**src/rtl/ifu_prefetch.sv**
```systemverilog
// rtl/ifu_prefetch.sv - instruction prefetch stage: PC, imem req/gnt/rvalid fetch, instruction buffer, jump flush
module ifu_prefetch #(
    parameter logic [31:0] RESET_ADDR = 32'h0000_0000,
    parameter int          FIFO_DEPTH = 2
) (
    input  logic        clk,
    input  logic        rst_n,
    input  logic [31:0] jump_addr_i,
    input  logic        jump_en_i,
    input  logic        hold_flag_i,
    output logic        imem_req_o,
    output logic [31:0] imem_addr_o,
    input  logic        imem_gnt_i,
    input  logic        imem_rvalid_i,
    input  logic [31:0] imem_rdata_i,
    output logic        inst_valid_o,
    output logic [31:0] inst_o,
    output logic [31:0] inst_addr_o,
    input  logic        inst_ready_i
);

    localparam int AW = (FIFO_DEPTH > 1) ? $clog2(FIFO_DEPTH) : 1;
    localparam int CW = AW + 1;
    localparam logic [CW:0] DEPTH_W = (CW + 1)'(FIFO_DEPTH);
    localparam logic [31:0] PC_RESET = {RESET_ADDR[31:2], 2'b00};

    logic [31:0]   pc_q, pc_d;
    logic          pend_q, pend_d;
    logic [31:0]   pend_addr_q, pend_addr_d;
    logic          stale_q, stale_d;
    logic [CW-1:0] outst_q, outst_d;
    logic [CW-1:0] drop_q, drop_d;
    logic [CW-1:0] cnt_q, cnt_d;
    logic [AW-1:0] wr_ptr_q, wr_ptr_d;
    logic [AW-1:0] rd_ptr_q, rd_ptr_d;
    logic [AW-1:0] tag_wr_q, tag_wr_d;
    logic [AW-1:0] tag_rd_q, tag_rd_d;

    logic [31:0] fifo_addr_q [FIFO_DEPTH];
    logic [31:0] fifo_data_q [FIFO_DEPTH];
    logic [31:0] tag_q       [FIFO_DEPTH];

    logic room;
    logic gnt_fire;
    logic rsp_drop;
    logic fifo_push;
    logic fifo_pop;
    logic unused_jump_lsb;

    assign unused_jump_lsb = ^jump_addr_i[1:0];

    assign room        = ({1'b0, cnt_q} + {1'b0, outst_q}) < DEPTH_W;
    // A pending request is held stable until granted, regardless of hold or jump.
    assign imem_req_o  = rst_n && (pend_q || (!hold_flag_i && room));
    assign imem_addr_o = pend_q ? pend_addr_q : pc_q;
    assign gnt_fire    = imem_req_o && imem_gnt_i;

    assign rsp_drop  = imem_rvalid_i && ((drop_q != '0) || jump_en_i);
    assign fifo_push = imem_rvalid_i && !rsp_drop;

    assign inst_valid_o = (cnt_q != '0) && !hold_flag_i && !jump_en_i;
    assign fifo_pop     = inst_valid_o && inst_ready_i;
    assign inst_o       = fifo_data_q[rd_ptr_q];
    assign inst_addr_o  = fifo_addr_q[rd_ptr_q];

    always_comb begin
        pc_d        = pc_q;
        pend_d      = imem_req_o && !gnt_fire;
        pend_addr_d = imem_addr_o;
        stale_d     = stale_q;
        outst_d     = outst_q + CW'(gnt_fire) - CW'(imem_rvalid_i);
        drop_d      = drop_q;
        cnt_d       = cnt_q;
        wr_ptr_d    = wr_ptr_q;
        rd_ptr_d    = rd_ptr_q;
        tag_wr_d    = tag_wr_q + AW'(gnt_fire);
        tag_rd_d    = tag_rd_q + AW'(imem_rvalid_i);

        // A granted stale request belongs to the old stream: it is dropped and does not advance the PC.
        if (gnt_fire && !stale_q) begin
            pc_d = pc_q + 32'd4;
        end

        if (jump_en_i) begin
            pc_d     = {jump_addr_i[31:2], 2'b00};
            drop_d   = outst_d;
            stale_d  = imem_req_o && !gnt_fire;
            cnt_d    = '0;
            wr_ptr_d = '0;
            rd_ptr_d = '0;
        end else begin
            drop_d   = drop_q + CW'(gnt_fire && stale_q)
                       - CW'(imem_rvalid_i && (drop_q != '0));
            stale_d  = stale_q && !gnt_fire;
            cnt_d    = cnt_q + CW'(fifo_push) - CW'(fifo_pop);
            wr_ptr_d = wr_ptr_q + AW'(fifo_push);
            rd_ptr_d = rd_ptr_q + AW'(fifo_pop);
        end
    end

    always_ff @(posedge clk or negedge rst_n) begin
        if (!rst_n) begin
            pc_q        <= PC_RESET;
            pend_q      <= 1'b0;
            pend_addr_q <= '0;
            stale_q     <= 1'b0;
            outst_q     <= '0;
            drop_q      <= '0;
            cnt_q       <= '0;
            wr_ptr_q    <= '0;
            rd_ptr_q    <= '0;
            tag_wr_q    <= '0;
            tag_rd_q    <= '0;
        end else begin
            pc_q        <= pc_d;
            pend_q      <= pend_d;
            pend_addr_q <= pend_addr_d;
            stale_q     <= stale_d;
            outst_q     <= outst_d;
            drop_q      <= drop_d;
            cnt_q       <= cnt_d;
            wr_ptr_q    <= wr_ptr_d;
            rd_ptr_q    <= rd_ptr_d;
            tag_wr_q    <= tag_wr_d;
            tag_rd_q    <= tag_rd_d;
        end
    end

    // Tag queue records the address of each granted fetch; responses return in order.
    always_ff @(posedge clk or negedge rst_n) begin
        if (!rst_n) begin
            for (int i = 0; i < FIFO_DEPTH; i++) begin
                fifo_addr_q[i] <= '0;
                fifo_data_q[i] <= '0;
                tag_q[i]       <= '0;
            end
        end else begin
            if (fifo_push) begin
                fifo_addr_q[wr_ptr_q] <= tag_q[tag_rd_q];
                fifo_data_q[wr_ptr_q] <= imem_rdata_i;
            end
            if (gnt_fire) begin
                tag_q[tag_wr_q] <= imem_addr_o;
            end
        end
    end

endmodule

```
**config.mk**
```make
export PLATFORM = sky130hd
export DESIGN_NAME = ifu_prefetch
export DESIGN_NICKNAME = d
export VERILOG_FILES = /design/src/rtl/ifu_prefetch.sv
export SDC_FILE = /design/constraint.sdc
export NUM_CORES = 1
export LEC_CHECK = 0
export ABC_AREA = 1
export BUFFER_PORTS_ARGS = -buffer_cell sky130_fd_sc_hd__buf_2
export CAP_MARGIN = 10
export CORE_MARGIN = 8
export CORE_UTILIZATION = 53
export CTS_BUF_LIST = sky130_fd_sc_hd__clkbuf_4
export CTS_CLUSTER_SIZE = 28
export DETAILED_ROUTE_END_ITERATION = 7
export PLACE_DENSITY = 0.72
export SYNTH_ARGS = -nofsm -noshare
export SYNTH_HDL_FRONTEND = slang
export SYNTH_SLANG_ARGS = --single-unit
```
**constraint.sdc**
```tcl
create_clock -name clk -period 2.95 [get_ports clk]
set_input_delay 0.4425 -clock clk [delete_from_list [all_inputs] [get_ports clk]]
set_output_delay 0.4425 -clock clk [all_outputs]
set_load 0.02 [all_outputs]
```
Yosys cells after proc, flatten, opt, wreduce, memory -nomap -nowiden:

Index checks and enable logic that the tools add are counted.

* output and inout port bits: 98
* register bits: 268

* reductions and logical operators: 25
* multiplexer cells: 24
* add/sub/neg operators: 12
* order comparisons: 7
* bitwise logic cells: 4

Operators by type and width (count)
* $mux W32: 14
* $bwmux W64: 3
* $demux W32 S1: 2
* $add A32 B3 Y32 const B: 1
* $logic_and A1 B1 Y1: 15
* $ge A2 B2 Y1 const B: 4
* $not A1 Y2: 4
* $add A2 B1 Y2: 3
* $reduce_bool A2 Y1: 3
* $sub A2 B1 Y2: 3
* $logic_not A1 Y1: 5
* $add A1 B1 Y1: 4
* $lt A2 B1 Y1 const B: 2
* $mux W2: 2
* $add A2 B2 Y3: 1
* $lt A3 B2 Y1 const B: 1
* $mux W1: 3
* $logic_or A1 B1 Y1: 2

Longest topological paths before layout:

Gate-level depths: netlist (run 1).

* depth in word-level cells: 10
* depth in mapped cells: 14

Least setup slack after synthesis (run 1):

No wires, ideal clock.

* path type: flip-flop to flip-flop
* from: reg cnt_q[0]
* to: reg tag_q[33] in the netlist's numbering
* setup time: 136 ps
* data required time: 2814 ps
* cell stages (with the launch flop): 15
* arrival time: 2146 ps
* path slack: 668 ps
* buffers on the path: 2
* cells stage by stage: dfrtp_1 > nand2_1 > inv_1 > fa_1 > nor2_1 > nand2_1 > nand2_2 > nand3_4 > inv_1 > ha_1 > clkbuf_1 > inv_1 > clkbuf_1 > nand2_1 > o21ai_0

* word-level cells in the longest chain between the ends: 6

Ends and longest elaborated chain
* start, declared: line 33 `logic [CW-1:0] cnt_q, cnt_d;`
* start signal, assigned: line 121 `cnt_q <= cnt_d;`
* $add A2 B2 Y3: line 52 `assign room = ({1'b0, cnt_q} + {1'b0, outst_q}) < DEPTH_W;`
* $lt A3 B2 Y1: line 52
* $logic_and A1 B1 Y1: line 54 `assign imem_req_o = rst_n && (pend_q || (!hold_flag_i && room));`
* $logic_or A1 B1 Y1: line 54
* $logic_and A1 B1 Y1: line 54
* $logic_and A1 B1 Y1: line 56 `assign gnt_fire = imem_req_o && imem_gnt_i;`
* end signal, assigned by index: line 143 `tag_q[tag_wr_q] <= imem_addr_o;`
* end, declared: line 41 `logic [31:0] tag_q [FIFO_DEPTH];`

Every way passes these cells.
A chain may end at the register's enable or synchronous reset.

Worst setup path in the final report (run 1):

* from: reg pend_q
* to: out imem_addr_o[5]

* word-level cells in the longest chain between the ends: 1

Ends and longest elaborated chain
* start, declared: line 28 `logic pend_q, pend_d;`
* start signal, assigned: line 116 `pend_q <= pend_d;`
* $mux W32: line 55 `assign imem_addr_o = pend_q ? pend_addr_q : pc_q;`
* end, declared: line 12 `output logic [31:0] imem_addr_o,`

Every way passes these cells.

==> key figures, run 1 <==
Run status
  • Outcome: finished, final reports clean

Synthesis
  • Synth Flop Type: dfrtp_1
  • Mapped cell area: 12180 sq um
  • #FFs+latches synth: 266
  • Synthesized instance count: 1539
  • Post-synthesis sequential area ratio: 54.65%
  • Synth Net Count: 1621
  • Unique masters post-synth: 34
  • Number of warnings issued by yosys: 0
  • Synth async-reset ratio: 100.0%
  • EDFF count, synth: 0
  • Mean Syn Cell Area: 7.915 sq um

Floorplanning
  • Die ar.: 28090 sq um
  • Initial Utilization: 53.96%
  • Chip Height: 167.6 um
  • I/O Pins: 169
  • Core Area: 22570 sq um
  • Die Width: 167.6 um
  • Rows: 55

Worst setup path
  • Startpoint types: flip-flop
  • Crit-path max FO: 59
  • Critical Path End Type: output port
  • Crit path cell chain: buf_12, o21ai_0, buf_2
  • Required time worst endpoint: 2.51 ns
  • CP peak stage delay: 0.73 ns
  • CP arrival: 2.30 ns
  • Slowest CP cell: o21ai_0
  • Crit path kind: flip-flop to output port

Power and ir drop
  • Clk pwr share: 23.4%
  • Worst VDD drop: 395.8 uV
  • Net load switching power: 0.005001 W
  • Seq pwr share: 43.9%
  • Comb pwr share: 32.6%
  • Switching share of power: 37.81%
  • Pleak: 7.470 nW
  • P per Cell Area: 913.7 nW/um^2
  • P_int: 0.008225 W

Global routing
  • First-pass GRT wire length: 51210 um
  • Vias in the first global route: 10130
  • Total track usage: 22.22%
  • GRT overflow: 0
  • Antenna violations before repair: 1
  • Largest net degree at the start of global routing: 168

CTS
  • CTS tree: done
  • H-tree depth: 3
  • Clk_lat worst skew: 0.63 ns
  • Reg clk slew, reported paths: 0.06 ns
  • Sink Count: 266
  • CTS buffer count: 69
  • Max Buffers Root-to-Sink: 3
  • Clk root buf: clkbuf_4

Routing
  • Total wire length: 30940 um
  • Starting DRT DRC Count: 881
  • Vias: 10570
  • TritonRoute pass-1 iters: 5
  • Wire length per cell: 14.89 um
  • # DRC: 0
  • DR vias/cell: 5.089
  • Antenna Nets Post-Route: 0

Cells and area
  • Layout cells sized above 1: 17.88%
  • Area growth, synth to finish: 18.84%
  • Commonest non-fill, non-tap cell in the layout: nand2_1
  • Post-Layout Cell Count: 2077
  • Most frequent cells in the layout: 653 x nand2_1, 264 x dfrtp_1, 230 x o21ai_0, 165 x buf_2, 121 x inv_1
  • Fill count: 2075
  • Final instance area: 14480 sq um
  • Final nets: 1837

Timing
  • Clock skew: 0.01737 ns
  • Final hold viol count: 0
  • Setup TNS: 0 ns
  • Worst-margin pin slew: 0.9331 ns
  • Final setup fails: 0
  • Setup WS post-layout: 0.2104 ns
  • Period utilisation layout: 92.87%
  • Unrepaired setup endpoints after global routing: no
  • Final Max Slew Viols: 0
  • Slew headroom: 37.79%
  • Peak Freq: 365.0 MHz
  • Tmin final: 2.740 ns

Min path
  • Hold Path Class: primary input to flip-flop

Flow run
  • Max cap viols: 0

Placement
  • Hpwl dp: 20530 um
  • Inst Count DP: 1930
  • Pre-CTS setup slack: 0.1694 ns
  • Routability congestion estimate: 0.8790
  • Area after DPL: 13240 sq um
  • IO Port Bufs: 166
==> registers in the layout, summed over array words and instances (netlist names) <==
| signal | flops |
|---|---|
| cnt_q | 2 |
| drop_q | 2 |
| fifo_addr_q | 64 |
| fifo_data_q | 64 |
| outst_q | 2 |
| pc_q | 30 |
| pend_addr_q | 32 |
| pend_q | 1 |
| rd_ptr_q | 1 |
| stale_q | 1 |
| tag_q | 64 |
| tag_rd_q | 1 |
| tag_wr_q | 1 |
| wr_ptr_q | 1 |
==> cell families (layout without fill, tap and decap cells) <==
group	Yosys count	in the layout	share of synthesized area [%]
AND/OR/NAND/NOR	799	799	26.51
flip-flops	266	266	54.65
AO/OA/AOI/OAI	249	249	10.36
buffers and inverters	204	455	6.543
adder cells (fa/ha/maj)	11	11	1.192
XOR/XNOR	8	8	0.5753
multiplexers	2	2	0.1644
other	0	2	0
==> metal layers <==
metal  global-route usage [%]  share of wire (%)  vias to the layer above
met2                    34.06                 45                      312
li1                         -                  -                     5288
met5                        0                  0                        -
met1                    31.16                 47                     4932
met4                    7.143                1.6                        0
met3                    4.703                6.5                       38
==> cells in the mapped netlist, types with 2 or more instances <==
cell type | n | area share (%)
inv_1 | 123 | 3.8
a31oi_1 | 4 | 0.21
o21ai_0 | 230 | 9.5
xor2_1 | 3 | 0.22
inv_2 | 2 | 0.062
ha_1 | 10 | 1.0
o21ai_1 | 5 | 0.21
nand4_1 | 3 | 0.15
nor2_2 | 5 | 0.26
clkbuf_1 | 50 | 1.5
nor2_1 | 51 | 1.6
nand2_1 | 653 | 20
xnor2_1 | 5 | 0.36
a21oi_1 | 5 | 0.21
buf_2 | 22 | 0.90
or2_2 | 6 | 0.31
nand3_1 | 62 | 2.5
buf_1 | 5 | 0.15
o211ai_1 | 2 | 0.12
mux2i_1 | 2 | 0.16
nor2_4 | 8 | 0.74
nand2_2 | 5 | 0.26
dfrtp_1 | 266 | 55
and2_1 | 2 | 0.10
==> final timing paths <==
path | start | to | slack [ns] | depth (start not counted)
max | pend_q$_DFF_PN0_ | imem_addr_o[5] | 0.21 | 3
min | imem_rdata_i[11] | fifo_data_q[11]$_DFFE_PN0P_ | 0.04 | 3
max reg2reg | cnt_q[0]$_DFF_PN0_ | tag_q[55]$_DFFE_PN0P_ | 0.27 | 12
min reg2reg | fifo_data_q[29]$_DFFE_PN0P_ | fifo_data_q[29]$_DFFE_PN0P_ | 0.47 | 2
max in group asynchronous | rst_n | tag_q[29]$_DFFE_PN0P_ | 1.48 | 3
min in group asynchronous | rst_n | pend_q$_DFF_PN0_ | 0.26 | 2
==> what timing repair did <==
action | CTS | global route
buffers inserted | 0 | 0
endpoints found under the hold margin | 79 | 0
hold buffers | 38 | 0
setup endpoints to repair | 0 | 28
resized for setup | 0 | 2
==> power groups by stage <==
stage	sequential (W)	combinational [W]	clock, W
finish	0.00581	0.00431	0.00310
global route	0.00598	0.00491	0.00340
CTS	0.00580	0.00435	0.00321
detailed placement	0.00586	0.00429	0
global placement	0.00582	0.00415	0
floorplan	0.00560	0.00300	0
==> area by class of cell <==
cell class | instances | area, sq um | share of cell area [%]
clock inverter | 11 | 121.4 | 0.8384
antenna | 2 | 5.005 | 0.03458
tap | 285 | 356.6 | 2.463
sequential | 266 | 6659 | 46.00
timing repair buffer | 222 | 1406 | 9.716
clock buffer | 95 | 713.2 | 4.927
timing repair inverter | 1 | 7.507 | 0.05186
inverter | 126 | 476.7 | 3.293
multi-input combinational | 1069 | 4730 | 32.67
==> critical path, delay by kind of cell, from the launching register on <==
| kind | cells | cell delay [ns] |
|---|---|---|
| compound gates | 1 | 0.73 |
| buf+inv | 2 | 0.50 |
| flops | 1 | 0.42 |
==> metrics by stage <==
stage / hold WS [ns] / power, W / utilization [%]
2_1_floorplan: 0.1469 / 0.008601 / -
3_3_place_gp: 0.3139 / 0.009966 / 58.68
3_5_place_dp: 0.3130 / 0.01015 / 58.68
4_1_cts: 0.0003049 / 0.01336 / 64.06
5_1_grt: 0.003565 / 0.01429 / 64.13
6_report: 0.03887 / 0.01323 / 64.13
(Power assumes the default switching activity.)
==> run 2: changes to the inputs <==
CELL_PAD_IN_SITES_DETAIL_PLACEMENT = 0   (was default)
CELL_PAD_IN_SITES_GLOBAL_PLACEMENT = 1   (was default)
CORE_UTILIZATION = 44   (was 53)
PLACE_DENSITY = 0.79   (was 0.72)
==> key figures, run 2 (synthesized netlist as in run 1, its figures left out) <==
Routing
  • Vias: 10450 (-1.2%)
  • Wire length per cell: 14.78 um (-0.79%)
  • Starting DRT DRC Count: 763 (-13%)
  • TritonRoute pass-1 iters: 4 (-1)
  • Total wire length: 32630 um (+5.5%)
  • DR vias/cell: 4.731 (-7.0%)
  • # DRC: 0 (unchanged)
  • Antenna Nets Post-Route: 0 (unchanged)

Flow run
  • Max cap viols: 0 (unchanged)

Power and ir drop
  • Worst VDD drop: 272.3 uV (-31%)
  • Pleak: 7.628 nW (+2.1%)
  • P per Cell Area: 918.9 nW/um^2 (+0.57%)

CTS
  • Clk root buf: clkbuf_4
  • Reg clk slew, reported paths: 0.06 ns (about the same)
  • H-tree depth: 3 (unchanged)
  • Post-CTS setup buffer count: 0 (unchanged)
  • CTS tree: done
  • Sink Count: 266 (unchanged)
  • Clk_lat worst skew: 0.66 ns (+0.03 ns)
  • CTS buffer count: 74 (+7.2%)
  • Max Buffers Root-to-Sink: 3 (unchanged)

Timing
  • Period utilisation layout: 93.81% (+0.95 points)
  • Final hold viol count: 0 (unchanged)
  • Worst-margin pin slew: 0.7520 ns (-0.1811 ns)
  • Clock skew: 0.03324 ns (+0.01586 ns)
  • Final Max Slew Viols: 0 (unchanged)
  • Tmin final: 2.767 ns (+0.02788 ns)
  • WHS: 0.06627 ns (+0.02740 ns)
  • Setup WS post-layout: 0.1825 ns (-0.02788 ns)
  • Slew headroom: 49.34% (+12 points)
  • Final setup fails: 0 (unchanged)
  • Setup TNS: 0 ns (unchanged)
  • Unrepaired setup endpoints after global routing: no
  • Peak Freq: 361.3 MHz (-1.0%)

Placement
  • Area after DPL: 13400 sq um (+1.2%)
  • Inst Count DP: 2033 (+5.3%)
  • Pre-CTS setup slack: 0.4449 ns (+0.2756 ns)
  • Hpwl dp: 22050 um (+7.4%)
  • Routability congestion estimate: 0.8755 (-0.40%)
  • IO Port Bufs: 166 (unchanged)

Cells and area
  • Commonest non-fill, non-tap cell in the layout: nand2_1
  • Layout cells sized above 1: 18.97% (+1.1 points)
  • Final instance area: 14840 sq um (+2.5%)
  • Area growth, synth to finish: 21.83%
  • Post-Layout Cell Count: 2208 (+6.3%)
  • Final nets: 1858 (+1.1%)
  • Fill count: 2714 (+31%)
  • Most frequent cells in the layout: 653 x nand2_1, 263 x dfrtp_1, 228 x o21ai_0, 165 x buf_2, 122 x inv_1
  • Largest registers: fifo_addr_q (64), fifo_data_q (64), tag_q (64)

Worst setup path
  • Crit path kind: flip-flop to output port
  • CP arrival: 2.32 ns (+0.02 ns)
  • Startpoint types: flip-flop
  • Required time worst endpoint: 2.51 ns (about the same)
  • Crit-path max FO: 41 (-31%)
  • Critical Path End Type: output port

Run status
  • Outcome: finished, final reports clean

Global routing
  • GRT overflow: 0 (unchanged)
  • Vias in the first global route: 10110 (-0.20%)
  • Antenna violations before repair: 1 (unchanged)
  • First-pass GRT wire length: 53650 um (+4.8%)
  • Largest net degree at the start of global routing: 77 (-54%)
  • Total track usage: 19.96% (-2.3 points)

Floorplanning
  • Chip Height: 182.4 um (+8.8%)
  • Core Area: 27550 sq um (+22%)
  • Rows: 61 (+11%)
  • I/O Pins: 169 (unchanged)
  • Die ar.: 33260 sq um (+18%)
  • Die Width: 182.4 um (+8.8%)
  • Initial Utilization: 44.21% (-9.8 points)

Min path
  • Hold Path Class: primary input to flip-flop
[run 2: area by class of cell]
cell class	count	area, sq um	area share [%]
Antenna cell	1	2.502	0.01686
Clock buffer	113	848.3	5.717
Clock inverter	16	138.9	0.9359
Inverter	126	473.0	3.187
Multi-Input combinational cell	1069	4730	31.87
Sequential cell	266	6660	44.88
Tap cell	378	473.0	3.187
Timing Repair Buffer	239	1514	10.20
[run 2: metal layers]
| metal | GRT usage [%] | wire (um) |
|---|---|---|
| met4 | 6.920 | 593 |
| met1 | 28.24 | 15780 |
| met2 | 29.84 | 14540 |
| met5 | 0 | 0 |
| met3 | 4.395 | 1719 |
[run 2: report_power, final]
group	switching [W]	internal, W	total, W	leakage, nW
Clock	0.00151	0.00200	0.00351	0.591
Sequential	0.000684	0.00507	0.00575	3.34
Combinational	0.00293	0.00144	0.00437	3.70
Total	0.00513	0.00850	0.0136	7.63
[run 2: through the flow]
stage / power [W] / utilization, %
after floorplan: 0.008601 / -
after global placement: 0.01005 / 48.63
after detailed placement: 0.01018 / 48.63
after CTS: 0.01383 / 53.85
after global routing: 0.01479 / 53.86
final: 0.01364 / 53.86
[run 2: final timing paths]
| kind | startpoint | end | slack (ns) | depth (start not counted) |
|---|---|---|---|---|
| min in group asynchronous | rst_n | fifo_data_q[50]$_DFFE_PN0P_ | 0.26 | 2 |
| worst max register to register | cnt_q[0]$_DFF_PN0_ | drop_q[1]$_DFF_PN0_ | 0.46 | 14 |
| worst min-delay path | jump_addr_i[29] | pc_q[29]$_DFFE_PN0P_ | 0.07 | 3 |
| worst min register to register | fifo_data_q[28]$_DFFE_PN0P_ | fifo_data_q[28]$_DFFE_PN0P_ | 0.47 | 2 |
| max in group asynchronous | rst_n | tag_q[18]$_DFFE_PN0P_ | 1.27 | 4 |
| worst max-delay path | pend_q$_DFF_PN0_ | imem_addr_o[29] | 0.18 | 3 |
[run 2: worst max-delay path: stages (launching register included)]
cell and delay (ns):
dfrtp_2 0.62, buf_4 0.27, o21ai_0 0.48, buf_2 0.30
[run 2: what timing repair did]
item                       4_1_cts  5_1_grt
resized for setup                0        2
hold buffers                    45        0
setup endpoints to repair        0        2
hold endpoints to repair       106        0
